### src/rtl/timing_gen_pkg.sv
// Shared types for the timing generator: channel FSM states and per-channel config.
// With TG_POL_INVERT_EN defined, the config record also carries an output polarity bit.
package timing_gen_pkg;

  localparam int TG_N      = 28;
  localparam int TG_BW     = 8;
  localparam int BURST_INF = 0;

  typedef enum logic [1:0] {
    IDLE,
    ARMED,
    DELAY,
    ACTIVE
  } ch_state_t;

  // Field widths follow TG_N/TG_BW; the top-level N/BW parameters must match them.
  typedef struct packed {
    logic [TG_N-1:0]  delay;
    logic [TG_N-1:0]  width;
    logic [TG_BW-1:0] burst;
`ifdef TG_POL_INVERT_EN
    logic             pol;
`endif
  } ch_cfg_t;

endpackage

### src/rtl/pulse_channel.sv
// One output channel: tick -> D cycles -> W-cycle pulse, repeated for a burst or forever.
// The pulse rises on edge T0+D and falls on edge T0+D+W; no backpressure, late ticks raise overrun.
module pulse_channel
  import timing_gen_pkg::*;
(
  input  logic             clk,
  input  logic             reset,
  input  logic             tick_i,
  input  logic             run_i,
  input  logic             run_rise_i,
  input  logic [TG_N-1:0]  delay_i,
  input  logic [TG_N-1:0]  width_i,
  input  logic [TG_BW-1:0] burst_i,
  output logic             pulse_o,
  output logic             busy_o,
  output logic             overrun_o,
  output logic             en_o,
  output logic             inf_o,
  output logic             cmp_o
);

  ch_state_t        state_q;
  logic [TG_N-1:0]  cnt_q;
  logic [TG_N-1:0]  wid_q;
  logic [TG_BW-1:0] rem_q;
  logic             pulse_q;
  logic             ovr_q;
  logic             en_q;
  logic             inf_q;
  logic             cmp_q;

  always_ff @(posedge clk or posedge reset) begin
    if (reset) begin
      state_q <= IDLE;
      cnt_q   <= '0;
      wid_q   <= '0;
      rem_q   <= '0;
      pulse_q <= 1'b0;
      ovr_q   <= 1'b0;
      en_q    <= 1'b0;
      inf_q   <= 1'b0;
      cmp_q   <= 1'b0;
    end else if (!run_i) begin
      // Overrun stays visible after a stop; it only clears on the next start.
      state_q <= IDLE;
      cnt_q   <= '0;
      rem_q   <= '0;
      pulse_q <= 1'b0;
      en_q    <= 1'b0;
      inf_q   <= 1'b0;
      cmp_q   <= 1'b0;
    end else if (run_rise_i) begin
      state_q <= (width_i != '0) ? ARMED : IDLE;
      rem_q   <= burst_i;
      pulse_q <= 1'b0;
      ovr_q   <= 1'b0;
      en_q    <= (width_i != '0);
      inf_q   <= (burst_i == TG_BW'(BURST_INF));
      cmp_q   <= 1'b0;
    end else begin
      case (state_q)
        IDLE: begin
        end
        ARMED: begin
          if (tick_i) begin
            if (width_i == '0) begin
              state_q <= IDLE;
              en_q    <= 1'b0;
            end else if (delay_i == '0) begin
              state_q <= ACTIVE;
              pulse_q <= 1'b1;
              cnt_q   <= width_i;
            end else begin
              state_q <= DELAY;
              cnt_q   <= delay_i;
              wid_q   <= width_i;
            end
          end
        end
        DELAY: begin
          if (tick_i) ovr_q <= 1'b1;
          if (cnt_q == TG_N'(1)) begin
            state_q <= ACTIVE;
            pulse_q <= 1'b1;
            cnt_q   <= wid_q;
          end else begin
            cnt_q <= cnt_q - TG_N'(1);
          end
        end
        ACTIVE: begin
          if (tick_i) ovr_q <= 1'b1;
          if (cnt_q == TG_N'(1)) begin
            pulse_q <= 1'b0;
            if (!inf_q && rem_q == TG_BW'(1)) begin
              state_q <= IDLE;
              cmp_q   <= 1'b1;
            end else begin
              state_q <= ARMED;
              if (!inf_q) rem_q <= rem_q - TG_BW'(1);
            end
          end else begin
            cnt_q <= cnt_q - TG_N'(1);
          end
        end
        default: state_q <= IDLE;
      endcase
    end
  end

  assign pulse_o   = pulse_q;
  assign busy_o    = (state_q != IDLE);
  assign overrun_o = ovr_q;
  assign en_o      = en_q;
  assign inf_o     = inf_q;
  assign cmp_o     = cmp_q;

endmodule

### src/rtl/pulse_sequencer.sv
// NCH-channel programmable pulse generator driven by the period counter's carry tick.
// Config writes land on the next edge; TG_POL_INVERT_EN adds cfg_pol for per-channel output inversion.
module pulse_sequencer
  import timing_gen_pkg::*;
#(
  parameter int N   = TG_N,
  parameter int NCH = 4,
  parameter int BW  = TG_BW
) (
  input  logic                   clk,
  input  logic                   reset,
  input  logic                   period_tick,
  input  logic                   run,
  input  logic                   cfg_we,
  input  logic [$clog2(NCH)-1:0] cfg_ch,
  input  logic [N-1:0]           cfg_delay,
  input  logic [N-1:0]           cfg_width,
  input  logic [BW-1:0]          cfg_burst,
`ifdef TG_POL_INVERT_EN
  input  logic                   cfg_pol,
`endif
  output logic [NCH-1:0]         pulse_out,
  output logic [NCH-1:0]         busy,
  output logic [NCH-1:0]         overrun,
  output logic                   done
);

  ch_cfg_t        cfg_q [NCH];
  ch_cfg_t        wr_cfg;
  logic           run_q;
  logic           run_rise;
  logic [NCH-1:0] act;
  logic [NCH-1:0] en;
  logic [NCH-1:0] inf;
  logic [NCH-1:0] cmp;
  logic [NCH-1:0] fin;

  always_comb begin
    wr_cfg       = '0;
    wr_cfg.delay = cfg_delay;
    wr_cfg.width = cfg_width;
    wr_cfg.burst = cfg_burst;
`ifdef TG_POL_INVERT_EN
    wr_cfg.pol   = cfg_pol;
`endif
  end

  always_ff @(posedge clk or posedge reset) begin
    if (reset) begin
      for (int i = 0; i < NCH; i++) cfg_q[i] <= '0;
    end else if (cfg_we) begin
      for (int i = 0; i < NCH; i++) begin
        if (int'(cfg_ch) == i) cfg_q[i] <= wr_cfg;
      end
    end
  end

  always_ff @(posedge clk or posedge reset) begin
    if (reset) run_q <= 1'b0;
    else       run_q <= run;
  end

  assign run_rise = run && !run_q;

  for (genvar c = 0; c < NCH; c++) begin : g_ch
    pulse_channel u_ch (
      .clk       (clk),
      .reset     (reset),
      .tick_i    (period_tick),
      .run_i     (run),
      .run_rise_i(run_rise),
      .delay_i   (cfg_q[c].delay),
      .width_i   (cfg_q[c].width),
      .burst_i   (cfg_q[c].burst),
      .pulse_o   (act[c]),
      .busy_o    (busy[c]),
      .overrun_o (overrun[c]),
      .en_o      (en[c]),
      .inf_o     (inf[c]),
      .cmp_o     (cmp[c])
    );
`ifdef TG_POL_INVERT_EN
    assign pulse_out[c] = act[c] ^ cfg_q[c].pol;
`else
    assign pulse_out[c] = act[c];
`endif
  end

  // Any enabled infinite channel, or no finite one at all, keeps done low.
  always_comb begin
    fin  = en & ~inf;
    done = (|fin) && !(|(en & inf)) && ((fin & ~cmp) == '0);
  end

endmodule

### config.mk
export PLATFORM = sky130hd
export DESIGN_NAME = pulse_sequencer
export DESIGN_NICKNAME = d
export VERILOG_FILES = /design/src/rtl/timing_gen_pkg.sv /design/src/rtl/pulse_channel.sv /design/src/rtl/pulse_sequencer.sv
export SDC_FILE = /design/constraint.sdc
export NUM_CORES = 1
export LEC_CHECK = 0
export CORE_MARGIN = 2
export CORE_UTILIZATION = 60
export CTS_CLUSTER_DIAMETER = 50
export DETAILED_ROUTE_END_ITERATION = 10
export GPL_ROUTABILITY_DRIVEN = 1
export PLACE_DENSITY = 0.86
export SYNTH_ARGS = -nofsm -noshare
export SYNTH_HDL_FRONTEND = slang
export SYNTH_SLANG_ARGS = --single-unit
### constraint.sdc
create_clock -name clk -period 25.9 [get_ports clk]
set_input_delay 5.18 -clock clk [delete_from_list [all_inputs] [get_ports clk]]
set_output_delay 5.18 -clock clk [all_outputs]
set_load 0.005 [all_outputs]
### After elaboration in Yosys (flattened, before gate mapping)

Cells that the tools add are included.

* equal/unequal tests: 94
* $lt $le $gt $ge: 0
* add/sub/neg operators: 8
* shift operators: 0
* bitwise operators: 14
* divide/modulo/power cells: 0
* multiply operators: 0
* reductions and logical operators: 82
* multiplexer cells: 185

Operator list (number)
* 2-to-1 mux 28 bit: 28
* one-hot mux 28 bit (3 select lines): 4
* logical NOT 28 bit: 8
* 2-to-1 mux 8 bit: 24
* equality test 28 x 1 -> 1 bit, second input constant: 4
* nonzero test 28 bit: 4
* subtractor 28 x 1 -> 28 bit, second input constant: 4
* 2-to-1 mux 1 bit: 97
* != test 3 x 1 -> 1 bit, second input constant: 20
* != test 3 bit, second input constant: 18
* 2-to-1 mux 2 bit: 24
* AND reduction 6 bit: 8
* != test 4 x 3 -> 1 bit, second input constant: 11
* AND reduction 3 bit: 12
* equality test 8 x 1 -> 1 bit, second input constant: 4
* logical NOT 8 bit: 4
* AND reduction 4 bit: 8
* subtractor 8 x 1 -> 8 bit, second input constant: 4
* != test 4 bit, second input constant: 6
* one-hot mux 2 bit (3 select lines): 4
* equality test 2 bit, second input constant: 10
* != test 5 x 1 -> 1 bit, second input constant: 4
* AND reduction 5 bit: 4
* nonzero test 2 bit: 9
* other kinds (17): 60

* RAM bits: 0
* ROM bits: 0
* register bits: 541
* latch bits: 0
* memories kept: 0

### Depth between registers and ports, before layout

* word-level depth: 7
* mapped depth: 10
* gate-level depth less buffers: 8

### Cells and area by module

Synthesis repeated with hierarchy kept, for this count alone.

* cells, all modules: 2590
* area total of the unflattened synthesis: 27933.0 µm²

By module, submodules not included
* pulse_sequencer: cells each 557, sequential area each 6431.2 µm², area an instance 9690.5 µm², times used 1
* pulse_channel (g_ch[2].u_ch ...): cells each 532, sequential area each 1776.7 µm², area an instance 4680.7 µm², times used 2
* pulse_channel (g_ch[1].u_ch): cells each 480, sequential area each 1776.7 µm², area an instance 4516.8 µm², times used 1
* pulse_channel (g_ch[0].u_ch): cells each 489, sequential area each 1776.7 µm², area an instance 4364.2 µm², times used 1

### Worst setup path before layout

No wires, ideal clock.

* path kind: input to register
* from: input port period_tick
* to: register g_ch[0].u_ch.wid_q[0]
* setup time: 0.125 ns
* arrival: 7.267 ns
* slack: 18.509 ns
* stages: 6
* buffers on the path: 2
* path through: buf_2 > and3b_1 > a21bo_2 > nor3_1 > clkbuf_1 > mux2_2

* cells in the longest elaborated chain, start to end: 1

Ends and longest elaborated chain
* start, declared: RTL line pulse_sequencer.sv:12 `input logic period_tick,`
* AND reduction 6 bit (no line)
* end signal, assigned: RTL line pulse_channel.sv:76 `wid_q <= width_i;`
* end, declared: RTL line pulse_channel.sv:24 `logic [TG_N-1:0] wid_q;`

Every way passes these cells.
A chain may end at the register's enable or synchronous reset.

### Final worst setup path

* from: input port run
* to: register g_ch[2].u_ch.wid_q[4]

* cells in the longest elaborated chain, start to end: 3

Ends and longest elaborated chain
* start, declared: RTL line pulse_sequencer.sv:13 `input logic run,`
* logical AND 1 bit: RTL line pulse_sequencer.sv:63 `assign run_rise = run && !run_q;`
* NOT 1 bit (no line)
* AND reduction 6 bit (no line) *
* end signal, assigned: RTL line pulse_channel.sv:76
* end, declared: RTL line pulse_channel.sv:24

Every way passes the cells marked *; elsewhere a longest branch is shown, timed or not.

==> results.json <==
{
  "status": "finished, final reports clean",
  "postPlaceCellArea_um2": 29200,
  "row_count": 79,
  "num_vias": 23900,
  "cts.sinks": 541,
  "vias_per_cell": 7.22,
  "dr.pass1.iters": 10,
  "synthTopCellsByArea": "dfrtp_1 (48%), mux2_2 (15%), o21ai_0 (2.7%)",
  "hold_path_class": "flip-flop to flip-flop",
  "ant_nets": 0,
  "avgSynthCellArea_um2": 10.6,
  "grt_overflow_total": 0,
  "final_cell_area_um2": 31200,
  "die-area_um2": 48300,
  "endpoint_kind": "flip-flop",
  "dieHeight_um": 220,
  "routedWlPerCell_um": 27.6,
  "cts_tree": "done",
  "io_buffers": 83,
  "grt_pass1_wl_um": 140000,
  "clkLatencyLatePin_ns": 0.64,
  "slew_headroom_pct": 9.61,
  "rsz0062_at_grt": "false",
  "ys_warn_count": 0,
  "tightest_slew_ns": 1.36,
  "grt_max_degree": 171,
  "peakVddDrop_v": 0.0000643,
  "initial_core_util_pct": 60.4,
  "cts.repair.resized": 0,
  "worst-path-max-fanout": 78,
  "root_buffer": "clkbuf_16",
  "dp_hpwl_um": 61900,
  "io_pins": 84,
  "final_layout_size_suffix_gt1_share_pct": 21.4,
  "final_cells": 3311,
  "dr.first_iter.drc_count": 3434,
  "final_util_pct": 67.4,
  "die_w_um": 220,
  "syn_to_final_growth_pct": 11.7,
  "cts_max_path_buffers": 3,
  "cts_setup_buffers": 0,
  "power_mw": 2.67,
  "cap_violations": 0,
  "coreArea_um2": 46300,
  "async_flop_share_pct": 100,
  "yosysTopAreaCell": "dfrtp_1",
  "grtUsageTotal_pct": 38.4,
  "p_per_area_nw_per_um2": 85.5,
  "clkSlewWorstSetupHoldPaths_ns": 0.06,
  "finClkSkew_ns": 0.0292,
  "ys_ff_latch": 541,
  "fillers": 3314,
  "yosys-top-cells-count": "dfrtp_1 (541), mux2_2 (365), nand2_1 (179)",
  "critPathLaunchType": "input port",
  "timing.final.crit_share_pct": 29.9,
  "postCtsHoldBufs": 0,
  "ys_seq_area_share_pct": 48.5,
  "synth_top_area_share_pct": 48.5,
  "setup_tns_ns": 0,
  "gp_congestion": 0.977,
  "required_ns": 26.41,
  "cp.arrival_ns": 8.27,
  "setup_slack_ns": 18.14,
  "hold_ws_ns": 0.492,
  "routed_wl_um": 91300,
  "synthCells": 2631,
  "synth_nets": 2730,
  "synth_edf_count": 0,
  "yosysMostFrequentCell": "dfrtp_1",
  "critPathKind": "input port to flip-flop",
  "cts_made_buffers": 57,
  "place_ws_ns": 17.56,
  "final_hold_viol_count": 0,
  "drc": 0,
  "finalSetupViolations": 0,
  "synth_area_um2": 27900,
  "leakage_nw": 13.1,
  "synthFlopType": "dfrtp_1",
  "grt_pass1_vias": 23900,
  "htree_levels": 2,
  "min_period_ns": 7.76,
  "dp.cells": 3194,
  "ys_types": 88,
  "antenna_found_initial": 8,
  "finalNetCount": 2746,
  "fmax_mhz": 129,
  "report.final.slew_viol_count": 0
}
[final timing paths]
path                                              from                     end  slack, ns  cells after the start
min in group asynchronous                        reset  g_ch[3].u_ch.cnt_q[25]       5.10                      2
worst max-delay path                               run   g_ch[2].u_ch.wid_q[4]      18.14                     10
max in group asynchronous                        reset   g_ch[2].u_ch.wid_q[9]      18.32                      4
worst min-delay path             g_ch[2].u_ch.rem_q[6]   g_ch[2].u_ch.rem_q[6]       0.49                      1
worst min register to register   g_ch[2].u_ch.rem_q[6]   g_ch[2].u_ch.rem_q[6]       0.49                      1
worst max register to register  g_ch[1].u_ch.cnt_q[18]  g_ch[1].u_ch.cnt_q[17]      21.61                      7
[placed cells by master, fill, tap and decap left out, types with 19 or more instances in the layout]
cell / Yosys / layout
o21ai_0: 149 / 149
o211ai_1: 27 / 27
a21oi_1: 113 / 113
nor2b_1: 29 / 29
or2_2: 19 / 19
nor2_1: 109 / 105
inv_1: 87 / 86
a221oi_1: 27 / 27
a32o_1: 27 / 27
a31oi_1: 34 / 33
nand4_1: 28 / 28
o22ai_1: 31 / 31
mux2_2: 365 / 365
or3_1: 37 / 37
nand2_1: 179 / 179
or4_1: 21 / 21
nor3_1: 72 / 68
dfrtp_1: 541 / 540
a22o_1: 56 / 56
clkdlybuf4s50_1: 0 / 82
buf_4: 18 / 38
nor4_1: 119 / 116
o31ai_1: 32 / 32
nand3_1: 59 / 58
clkbuf_16: 0 / 58
ha_1: 28 / 28
a211oi_1: 25 / 24
[layer usage]
| layer | share of wire, % | track usage, % |
|---|---|---|
| met1 | 37 | 48.0 |
| met2 | 46 | 59.5 |
| met3 | 11 | 12.1 |
| met4 | 6.2 | 21.2 |
| met5 | 0.045 | 0 |
[cell families (layout without fill, tap and decap cells)]
family	Yosys count	after routing	synth area share [%]
other cells	0	11	0
compound gates	649	649	16.0
simple gates	765	765	14.8
buf+inv	254	316	3.81
mux	372	372	15.0
flops	541	541	48.5
fa+ha+maj	28	28	1.25
xor+xnor	22	22	0.690
[sequential cells by signal, summed over array words and instances, names as in the netlist]
name / cells
cfg_q: 256
g_ch.u_ch.cmp_o: 4
g_ch.u_ch.cnt_q: 112
g_ch.u_ch.en_o: 4
g_ch.u_ch.inf_o: 4
g_ch.u_ch.overrun_o: 4
g_ch.u_ch.pulse_o: 4
g_ch.u_ch.rem_q: 32
g_ch.u_ch.state_q: 8
g_ch.u_ch.wid_q: 112
run_q: 1
[power breakdown]
part / switching [mW] / internal [mW] / total [mW] / leakage [nW]
Combinational: 0.356 / 0.279 / 0.635 / 5.29
Clock: 0.365 / 0.495 / 0.860 / 0.949
Sequential: 0.157 / 1.01 / 1.17 / 6.81
[cell type report]
type                    instances  area (µm²)  area share (%)
flip-flops and latches        541       13500            43.4
inverters                      87         334            1.07
clock inverters                36         419            1.34
multi-input cells            1836       13400            43.0
repair buffers                124        1160            3.73
well taps                     607         759            2.44
diodes                         11        27.5          0.0883
clock buffers                  69        1530            4.91
[critical path, stage by stage]
cell and delay [ns]:
buf_2 0.07, buf_4 0.74, inv_1 0.15, buf_4 0.33, nor2_1 0.35, buf_4 0.32
nand3_1 0.12, nor3_2 0.11, buf_4 0.39, mux2_2 0.40
(Power assumes the default switching activity.)
